==> src/rtl/pcmon_pkg.sv <==
// Shared types for the PC trace monitor.
// State encoding, trace entry layout and default widths.
package pcmon_pkg;
  localparam int CNT_W_DEF = 32;
  localparam int PC_W_DEF  = 32;
  localparam int ENTRY_W_DEF = CNT_W_DEF + PC_W_DEF;

  typedef enum logic [1:0] {
    IDLE,
    RUN,
    STALLED,
    DONE
  } state_e;

  typedef struct packed {
    logic [CNT_W_DEF-1:0] cycle;
    logic [PC_W_DEF-1:0]  pc;
  } trace_t;
endpackage

==> src/rtl/pcmon_if.sv <==
// Trace FIFO read port of the PC trace monitor.
// master = reader side, slave = monitor side.
interface pcmon_if
  import pcmon_pkg::*;
#(
  parameter int W = ENTRY_W_DEF
);
  logic         trace_rd_en;
  logic [W-1:0] trace_rd_data;
  logic         trace_empty;
  logic         trace_full;
  logic         trace_ovf;

  modport master (
    output trace_rd_en,
    input  trace_rd_data,
    input  trace_empty,
    input  trace_full,
    input  trace_ovf
  );

  modport slave (
    input  trace_rd_en,
    output trace_rd_data,
    output trace_empty,
    output trace_full,
    output trace_ovf
  );
endinterface

==> src/rtl/pcmon_trace_fifo.sv <==
// Show-ahead synchronous trace FIFO with sticky overflow.
// A write while full is dropped unless a read frees the slot.
module pcmon_trace_fifo
  import pcmon_pkg::*;
#(
  parameter int DEPTH = 16,
  parameter int WIDTH = ENTRY_W_DEF
) (
  input  logic             clk,
  input  logic             rst_n,
  input  logic             wr_en,
  input  logic [WIDTH-1:0] wr_data,
  input  logic             rd_en,
  output logic [WIDTH-1:0] rd_data,
  output logic             empty,
  output logic             full,
  output logic             ovf
);
  localparam int AW = $clog2(DEPTH);

  logic [WIDTH-1:0] mem_q [DEPTH];
  logic [AW:0]      wr_ptr_q, wr_ptr_d;
  logic [AW:0]      rd_ptr_q, rd_ptr_d;
  logic             ovf_q, ovf_d;
  logic             wr_ok, rd_ok;

  assign empty = (wr_ptr_q == rd_ptr_q);
  assign full  = (wr_ptr_q[AW] != rd_ptr_q[AW]) &&
                 (wr_ptr_q[AW-1:0] == rd_ptr_q[AW-1:0]);
  assign rd_data = mem_q[rd_ptr_q[AW-1:0]];
  assign ovf     = ovf_q;

  // Accept logic: a read in the same cycle makes room for a write.
  always_comb begin
    rd_ok    = rd_en && !empty;
    wr_ok    = wr_en && (!full || rd_ok);
    wr_ptr_d = wr_ptr_q + {{AW{1'b0}}, wr_ok};
    rd_ptr_d = rd_ptr_q + {{AW{1'b0}}, rd_ok};
    ovf_d    = ovf_q | (wr_en && !wr_ok);
  end

  // Pointer and overflow state.
  always_ff @(posedge clk or negedge rst_n) begin
    if (!rst_n) begin
      wr_ptr_q <= '0;
      rd_ptr_q <= '0;
      ovf_q    <= 1'b0;
    end else begin
      wr_ptr_q <= wr_ptr_d;
      rd_ptr_q <= rd_ptr_d;
      ovf_q    <= ovf_d;
    end
  end

  // Storage; cleared so the head reads 0 out of reset.
  always_ff @(posedge clk or negedge rst_n) begin
    if (!rst_n) begin
      for (int i = 0; i < DEPTH; i++) mem_q[i] <= '0;
    end else if (wr_ok) begin
      mem_q[wr_ptr_q[AW-1:0]] <= wr_data;
    end
  end
endmodule

==> src/rtl/pc_trace_monitor.sv <==
// Run monitor: cycle/retire counters, periodic PC trace, stall and budget.
// Optional PCMON_DISPLAY_EN prints each sample in simulation.
module pc_trace_monitor
  import pcmon_pkg::*;
#(
  parameter int CNT_W           = CNT_W_DEF,
  parameter int PC_W            = PC_W_DEF,
  parameter int SAMPLE_INTERVAL = 100,
  parameter int TRACE_DEPTH     = 16,
  parameter int STALL_LIMIT     = 64,
  parameter int MAX_CYCLES      = 500
) (
  input  logic             clk,
  input  logic             rst_n,
  input  logic             run_en,
  input  logic [PC_W-1:0]  pc_in,
  input  logic             pc_valid,
  pcmon_if.slave           trace,
  output logic             sample_pulse,
  output logic [CNT_W-1:0] cycle_count,
  output logic [CNT_W-1:0] retire_count,
  output logic             stall_flag,
  output logic             done
);
  localparam int IW = (SAMPLE_INTERVAL > 1) ? $clog2(SAMPLE_INTERVAL) : 1;
  localparam int SW = $clog2(STALL_LIMIT + 1);
  localparam logic [IW-1:0]    INT_LAST = IW'(SAMPLE_INTERVAL - 1);
  localparam logic [SW-1:0]    STL_MAX  = SW'(STALL_LIMIT);
  localparam logic [CNT_W-1:0] BUDGET   = CNT_W'(MAX_CYCLES);

  state_e           state_q, state_d;
  logic [CNT_W-1:0] cycle_q, cycle_d;
  logic [CNT_W-1:0] retire_q, retire_d;
  logic [IW-1:0]    int_q, int_d;
  logic [SW-1:0]    stl_q, stl_d;
  logic [PC_W-1:0]  prev_pc_q, prev_pc_d;
  logic             pulse_q, pulse_d;
  logic             done_q, done_d;
  logic             stall_q, stall_d;
  logic             count_en, pc_chg, sample, budget_hit;

  // Counters, interval, stall tracking and next state.
  always_comb begin
    cycle_d    = cycle_q;
    retire_d   = retire_q;
    int_d      = int_q;
    stl_d      = stl_q;
    prev_pc_d  = prev_pc_q;
    state_d    = state_q;
    sample     = 1'b0;
    budget_hit = 1'b0;
    count_en   = run_en && (state_q != DONE);
    pc_chg     = (pc_in != prev_pc_q);
    if (count_en) begin
      if (!(&cycle_q)) cycle_d = cycle_q + 1'b1;
      if (pc_valid && !(&retire_q)) retire_d = retire_q + 1'b1;
      if (int_q == INT_LAST) begin
        int_d  = '0;
        sample = 1'b1;
      end else begin
        int_d = int_q + 1'b1;
      end
      prev_pc_d = pc_in;
      if (pc_chg) stl_d = '0;
      else if (stl_q != STL_MAX) stl_d = stl_q + 1'b1;
      budget_hit = (MAX_CYCLES != 0) && (cycle_d == BUDGET);
    end
    unique case (state_q)
      IDLE: begin
        if (run_en) state_d = budget_hit ? DONE : RUN;
      end
      RUN: begin
        if (!run_en) state_d = IDLE;
        else if (budget_hit) state_d = DONE;
        else if (stl_d == STL_MAX) state_d = STALLED;
      end
      STALLED: begin
        if (!run_en) state_d = IDLE;
        else if (budget_hit) state_d = DONE;
        else if (pc_chg) state_d = RUN;
      end
      DONE: state_d = DONE;
      default: state_d = IDLE;
    endcase
    pulse_d = sample;
    done_d  = (state_d == DONE);
    stall_d = (state_d == STALLED);
  end

  // FSM, counters and registered status outputs.
  always_ff @(posedge clk or negedge rst_n) begin
    if (!rst_n) begin
      state_q   <= IDLE;
      cycle_q   <= '0;
      retire_q  <= '0;
      int_q     <= '0;
      stl_q     <= '0;
      prev_pc_q <= '0;
      pulse_q   <= 1'b0;
      done_q    <= 1'b0;
      stall_q   <= 1'b0;
    end else begin
      state_q   <= state_d;
      cycle_q   <= cycle_d;
      retire_q  <= retire_d;
      int_q     <= int_d;
      stl_q     <= stl_d;
      prev_pc_q <= prev_pc_d;
      pulse_q   <= pulse_d;
      done_q    <= done_d;
      stall_q   <= stall_d;
    end
  end

  assign sample_pulse = pulse_q;
  assign cycle_count  = cycle_q;
  assign retire_count = retire_q;
  assign stall_flag   = stall_q;
  assign done         = done_q;

  pcmon_trace_fifo #(
    .DEPTH (TRACE_DEPTH),
    .WIDTH (CNT_W + PC_W)
  ) u_fifo (
    .clk     (clk),
    .rst_n   (rst_n),
    .wr_en   (sample),
    .wr_data ({cycle_d, pc_in}),
    .rd_en   (trace.trace_rd_en),
    .rd_data (trace.trace_rd_data),
    .empty   (trace.trace_empty),
    .full    (trace.trace_full),
    .ovf     (trace.trace_ovf)
  );

`ifdef PCMON_DISPLAY_EN
`ifndef SYNTHESIS
  // Simulation echo of every sample.
  always_ff @(posedge clk) begin
    if (sample)
      $display("Time: %0t ns, Cycle: %0d, PC: %h", $time, cycle_d, pc_in);
  end
`endif
`else
  // Hardware-only build: samples go to the FIFO alone.
`endif
endmodule

==> src/flat_wrapper.sv <==
// flat-port wrapper written by rule: the top's interface ports become plain ports
module pc_trace_monitor_flat import pcmon_pkg::*;
#(
  parameter int CNT_W           = CNT_W_DEF,
  parameter int PC_W            = PC_W_DEF,
  parameter int SAMPLE_INTERVAL = 100,
  parameter int TRACE_DEPTH     = 16,
  parameter int STALL_LIMIT     = 64,
  parameter int MAX_CYCLES      = 500
)
  (clk, rst_n, run_en, pc_in, pc_valid, sample_pulse, cycle_count, retire_count, stall_flag, done, trace_trace_rd_en, trace_trace_rd_data, trace_trace_empty, trace_trace_full, trace_trace_ovf);
  pcmon_if #(.W(64)) trace_i ();
  input  logic clk;
  input  logic rst_n;
  input  logic run_en;
  input  logic [PC_W-1:0] pc_in;
  input  logic pc_valid;
  output logic sample_pulse;
  output logic [CNT_W-1:0] cycle_count;
  output logic [CNT_W-1:0] retire_count;
  output logic stall_flag;
  output logic done;
  input wire logic [$bits(trace_i.trace_rd_en)-1:0] trace_trace_rd_en;
  output wire logic [$bits(trace_i.trace_rd_data)-1:0] trace_trace_rd_data;
  output wire logic [$bits(trace_i.trace_empty)-1:0] trace_trace_empty;
  output wire logic [$bits(trace_i.trace_full)-1:0] trace_trace_full;
  output wire logic [$bits(trace_i.trace_ovf)-1:0] trace_trace_ovf;
  assign trace_i.trace_rd_en = trace_trace_rd_en;
  assign trace_trace_rd_data = trace_i.trace_rd_data;
  assign trace_trace_empty = trace_i.trace_empty;
  assign trace_trace_full = trace_i.trace_full;
  assign trace_trace_ovf = trace_i.trace_ovf;
  pc_trace_monitor #(.CNT_W(CNT_W), .PC_W(PC_W), .SAMPLE_INTERVAL(SAMPLE_INTERVAL), .TRACE_DEPTH(TRACE_DEPTH), .STALL_LIMIT(STALL_LIMIT), .MAX_CYCLES(MAX_CYCLES)) u_core (.clk(clk), .rst_n(rst_n), .run_en(run_en), .pc_in(pc_in), .pc_valid(pc_valid), .trace(trace_i), .sample_pulse(sample_pulse), .cycle_count(cycle_count), .retire_count(retire_count), .stall_flag(stall_flag), .done(done));
endmodule
==> config.mk <==
export PLATFORM = sky130hd
export DESIGN_NAME = pc_trace_monitor_flat
export DESIGN_NICKNAME = d
export VERILOG_FILES = /design/src/rtl/pcmon_pkg.sv /design/src/rtl/pcmon_if.sv /design/src/rtl/pcmon_trace_fifo.sv /design/src/rtl/pc_trace_monitor.sv /design/src/flat_wrapper.sv
export SDC_FILE = /design/constraint.sdc
export NUM_CORES = 2
export LEC_CHECK = 0
export CAP_MARGIN = 0
export CORE_ASPECT_RATIO = 2
export CORE_MARGIN = 2
export CORE_UTILIZATION = 35
export DETAILED_ROUTE_END_ITERATION = 10
export PLACE_DENSITY_LB_ADDON = 0.15
export SYNTH_ARGS = -nofsm -noshare
export SYNTH_HDL_FRONTEND = slang
export SYNTH_SLANG_ARGS = --single-unit
==> constraint.sdc <==
create_clock -name clk -period 5.5 [get_ports clk]
set_input_delay 1.65 -clock clk [delete_from_list [all_inputs] [get_ports clk]]
set_output_delay 1.65 -clock clk [all_outputs]
set_load 0.02 [all_outputs]
# Word level (Yosys, flattened, before mapping)
# Cells that the tools add are included.
# word_totals
reg_bits,1150
input_bits,37
wordCells,95
out_inout_bits,134
# op_classes
order_cmp,3
reduce_logical,16
n_eq_ne,14
n_addsub,6
muxes,25
bitwise_logic,3
# op_table
op,count
$bwmux W1024,1
$bmux W64 S4,1
$demux W64 S4,1
$mux W64,3
$mux W32,3
$add A32 B1 Y32 const B,2
$reduce_and A32 Y1,2
$eq A32 B9 Y1 const B,1
$ne A32 B32 Y1,1
$mux W7,4
$mux W2,8
$add A7 B1 Y7 const B,2
$eq A7 B7 Y1 const B,2
$add A5 B1 Y5,2
$ge A5 B5 Y1 const B,2
$not A4 Y5,2
$eq A2 B2 Y1 const B,4
$pmux W2 S4,1
$logic_and A1 B1 Y1,7
$ne A7 B7 Y1 const B,1
$eq A5 B5 Y1,1
$lt A5 B1 Y1 const B,1
$eq A4 B4 Y1,1
$logic_not A1 Y1,4
8 further kinds,10

# Logic depth before layout (Yosys ltp)
# logic_depth
word_depth,10
depth_mapped,12
mapped_depth_nobuf,9

# By module
# A second synthesis with hierarchy kept.
# unflattened
cells_unflattened,3484
hier_area_um2,52347.7
# modules_own_cells
module,cells_per_inst,seq_area_each_um2,instances,area_per_inst_um2
pcmon_trace_fifo,2824,25899.8,1,46233.1
pc_trace_monitor,660,2877.8,1,6114.6

# Least setup slack after synthesis
# No wires, ideal clock.
# synth_timing
kind,reg-to-output
from,reg u_core.u_fifo.rd_ptr_q[0]
to,out trace_trace_rd_data[34]
arrival_ps,2438
path_buffers,4
required_time_ps,3850
stages_incl_launch_ff,9
slack_ps,1412
cell_sequence,dfrtp_1 > clkbuf_1 > clkbuf_1 > buf_1 > buf_1 > mux2i_1 > a221oi_1 > o21ai_0 > nand2_1
# synth_via
elab_chain_cells,4
# synth_rtl
item,line,source
"start, declared",pcmon_trace_fifo.sv:23,"logic [AW:0] rd_ptr_q, rd_ptr_d;"
"start signal, assigned",pcmon_trace_fifo.sv:50,rd_ptr_q <= rd_ptr_d;
$not A4 Y5 (not written as such),pcmon_trace_fifo.sv:30,assign rd_data = mem_q[rd_ptr_q[AW-1:0]];
$bmux W64 S4,pcmon_trace_fifo.sv:30,
$mux W64 (not written as such) (2 in series),pcmon_trace_fifo.sv:30,
"end, declared",flat_wrapper.sv:24,output wire logic [$bits(trace_i.trace_rd_data)-1:0] trace_trace_rd_data;
# Every way passes these cells. The select of a mux whose other input is x is not followed.

# Worst setup path after layout
# layout_timing
from,reg u_core.u_fifo.rd_ptr_q[1]
to,out trace_trace_rd_data[34]
# Same word-level chain as after synthesis.

==> flow_results.org <==
** Run status
- The flow ran to the end, and the final reports show no timing, DRC or antenna violations.

** Final layout
- The filler cells instantiated in the layout total 14,300.
- Share of post-route cells with drive strength above 1 :: 23.85%
- Summing all multi-input logic gate instances after layout gives 21,870 sq um.
- Nets :: about 4,600
- Relative to the synthesized area, the layout overhead comes to 15.54%.
- In the final layout, flip-flops and latches occupy 28,790 sq um.
- Total non-filler cell area in the finished layout :: 60,580 sq um
- For this run, the number of standard cells in the final layout without fillers is 6,561.

** Worst setup path
- STA classifies the critical path startpoint as a flop.
- The largest individual stage delay along the critical path comes from the cell sky130_fd_sc_hd__buf_4.
- Maximum fanout along the worst path :: 46
- Data arrives at the worst endpoint at 3710 ps.
- On the critical path the largest part of the delay comes from buffers and inverters.
- The critical path goes through buf_4 -> mux4_2 -> a22oi_1 -> nand2_1 -> clkdlybuf4s50_1.
- Worst EP required :: slightly below 4000 ps
- STA classifies the critical path endpoint as a primary output.
- Buf+Inv Stages, Crit Path :: 2
- On the worst path, the slowest cell contributes a delay of 770 ps.
- Kind of critical path :: flop to primary output

** Clock tree
- After clock tree synthesis, the repair step resized 0 gates.
- Number of hold-repair buffers added at the cts stage :: 0
- Number of buffers inserted to repair setup after CTS :: 0
- Clock tree from TritonCTS :: built
- Number of buffers on the longest clock path :: 3
- The number of clock buffers added by TritonCTS is 110.
- At the later pin of the worst-skew pair, clock insertion delay measures 740 ps.
- The clock net in this run drives a total of around 1,200 sinks.
- The cell sitting at the root of the clock tree is a sky130_fd_sc_hd__clkbuf_16.
- The H-tree was split into 3 levels.
- Clock-pin slew was measured on the worst setup and hold paths at 70 ps.

** Global routing
- The first global-routing pass estimated 245,900 um of wire.
- The number of global-route vias before repair came to between 30,000 and 40,000.
- Entering global routing, the biggest net connects 137 pins.
- Initial antenna violation count :: 3
- Remaining global-route overflow :: 0
- Global routing used 21.35% of the available tracks.

** Yosys
- In this run, synthesis inferred 0 flip-flops with an integrated enable.
- Ranked by total cell area, the synthesized netlist is headed by sky130_fd_sc_hd__dfrtp_1, sky130_fd_sc_hd__mux2_2, sky130_fd_sc_hd__a21oi_1.
- Counting flops and latches in the post-synthesis netlist gives 1,150.
- Post-Synthesis Mean Instance Area :: 11.65 sq um
- Fraction of the yosys area taken by sequential cells :: 54.89%
- Of all flip-flops after synthesis, the portion carrying an async set or reset was between 90% and 100%.
- sky130_fd_sc_hd__dfrtp_1 is the most common cell in the netlist.
- Sorting the synthesized cells by how often they occur yields sky130_fd_sc_hd__dfrtp_1, sky130_fd_sc_hd__a21oi_1, sky130_fd_sc_hd__mux2_2.
- The number of nets handed over by synthesis was 4,547.
- Unique masters post-synth :: 81
- Cell type with the highest aggregate area in the netlist :: sky130_fd_sc_hd__dfrtp_1
- Number of standard cells after synthesis :: 4,501
- Warnings from Yosys :: 0
- Synth Flop Type :: sky130_fd_sc_hd__dfrtp_1
- The synthesized netlist occupies a cell area of 52,430 sq um.
- The top cell type by area accounts for 54.89% of the synthesized area.

** Floorplan
- The initial utilization of the core area, before any placement, comes to 35.27%.
- The die covers roughly 150,000 sq um.
- In this run the core area contains 200 standard-cell rows.
- The total area inside the core boundary comes to 148,600 sq um.
- Width of the die :: 277.7 um
- Chip height :: around 550 um
- 171 I/O pins were placed.

** STA
- Final worst path period share :: 97.37%
- Subtracting the final worst setup slack from the clock period gives around 5400 ps.
- For the final database, setup skew stands at 34.81 ps.
- On the final layout, the worst hold slack is 463.7 ps.
- In this run the tightest slew margin relative to its limit is 5.501%.
- Setup violations remaining at the end of the flow were counted as 0.
- Highest clock frequency the design can meet :: 186.7 MHz
- Count of final hold-check violations :: 0
- Slew of the pin with the lowest slew margin :: 1405 ps
- The max-slew violation count came to 0.
- RSZ-0062 raised after global routing :: false

** Route
- The first detailed-routing pass took 6 iterations.
- Detailed routing inserted a total of 35,130 vias.
- After detailed routing, the average wire length per cell comes to 24.76 um.
- DRC viols :: 0
- Once detail routing completed, the nets flagged for antenna violations numbered 0.
- After detailed routing, the total wire length is 162,500 um.
- Via density :: roughly 5.4
- After the first detailed-routing iteration, the DRC count stood at 2,226.

** Place
- Post-detail-place hpwl :: 97,430 um
- In this run the cell area measured after placement is 56,830 sq um.
- In this run, placement finished with an instance count of 6,355.
- Routability Congestion :: roughly 0.94
- During placement, the flow inserted port buffers numbering 170.

** Power
- Summed over all cells, the static leakage comes to between 20 and 30 nW.
- Dividing total power by cell area gives a power density of between 300 and 400 nW/um^2.
- Across the VDD grid, the largest voltage drop is 311.1 uV.

** Run
- Across the run, the number of max-cap violations was 0.

** Hold path
- The worst hold path belongs to the class flop to flop.
[final timing paths]
check | end | cells after the start | slack [ps] | start
worst max-delay path | trace_trace_rd_data[34] | 5 | 140 | u_core.u_fifo.rd_ptr_q[1]
worst min-delay path | u_core.u_fifo.ovf | 1 | 460 | u_core.u_fifo.ovf
worst max register to register | u_core.state_q[1] | 8 | 1560 | u_core.cycle_count[9]
worst min register to register | u_core.u_fifo.ovf | 1 | 460 | u_core.u_fifo.ovf
max in group asynchronous | u_core.u_fifo.mem_q[209] | 3 | 3280 | rst_n
min in group asynchronous | u_core.u_fifo.mem_q[506] | 1 | 910 | rst_n
[power by group]
part	switching, mW	internal, mW	leakage, nW
combinational	4.21	2.36	10.7
sequential	0.336	8.58	15.9
clock	3.48	4.47	1.84
[layer usage]
metal	share of wire [%]	track usage [%]	up-vias	routed length (um)
met4	2.8	6.473	4	4563
met2	53	39.17	683	85660
li1	-	-	15990	-
met1	41	26.19	18220	67270
met3	3.1	2.383	235	4966
met5	0.017	0	-	27
[through the flow]
stage	setup slack, ps	utilization, %	TNS (ps)	total power, mW
2_1_floorplan	1412	-	0	12.53
3_3_place_gp	-162.1	38.23	-356.2	15.76
3_5_place_dp	-176.0	38.23	-413.4	15.75
4_1_cts	90.69	40.75	0	23.82
5_1_grt	51.69	40.75	0	24.47
6_report	144.8	40.75	0	23.44
[flip-flops by register name (all words and copies together), names as in the netlist]
name                    flops
u_core.retire_count        32
u_core.stall_flag           1
u_core.stl_q                7
u_core.state_q              2
u_core.cycle_count         32
u_core.sample_pulse         1
u_core.prev_pc_q           32
u_core.u_fifo.wr_ptr_q      5
u_core.done                 1
u_core.int_q                7
u_core.u_fifo.mem_q      1024
u_core.u_fifo.rd_ptr_q      5
u_core.u_fifo.ovf           1
[cells in the final DEF (no fill, tap or decap), drive strengths merged, types with 44 or more instances in the layout]
cell | netlist | layout
xnor2 | 57 | 57
dfrtp | 1150 | 1150
nor2 | 551 | 551
inv | 53 | 56
mux2 | 578 | 578
xor2 | 55 | 55
a22oi | 66 | 66
nand3 | 44 | 44
mux2i | 193 | 193
o21ai | 143 | 143
nand2 | 213 | 213
buf | 165 | 172
clkdlybuf4s50 | 0 | 169
clkbuf | 241 | 169
a21oi | 588 | 588
a221oi | 64 | 64
mux4 | 128 | 128
[worst reg2reg max path, cell delays in order (launching register included)]
cell and delay, ps:
sky130_fd_sc_hd__dfrtp_1 620, sky130_fd_sc_hd__nand4_2 390, sky130_fd_sc_hd__nor4_1 860, sky130_fd_sc_hd__o21ai_0 240, sky130_fd_sc_hd__a221o_1 370, sky130_fd_sc_hd__nor4_1 590
sky130_fd_sc_hd__nand4_1 360, sky130_fd_sc_hd__o41ai_1 330, sky130_fd_sc_hd__a21o_1 120
[cell type report]
cell class	instances	share of cell area [%]
antenna	1	0.004131
clock buffer	169	5.457
clock inverter	36	0.7208
inverter	53	0.3284
multi-input combinational	2892	36.11
sequential	1150	47.53
tap	1919	3.964
timing repair buffer	341	5.886
[kinds of logic after synthesis]
logic type | Yosys count | synth area share [%]
flip-flops | 1150 | 54.89
AND/OR/NAND/NOR | 960 | 8.009
AO/OA/AOI/OAI | 912 | 9.798
adder cells (fa/ha/maj) | 9 | 0.2148
multiplexers | 899 | 21.60
buffers and inverters | 459 | 3.611
XOR/XNOR | 112 | 1.885
(Power assumes the default switching activity.)
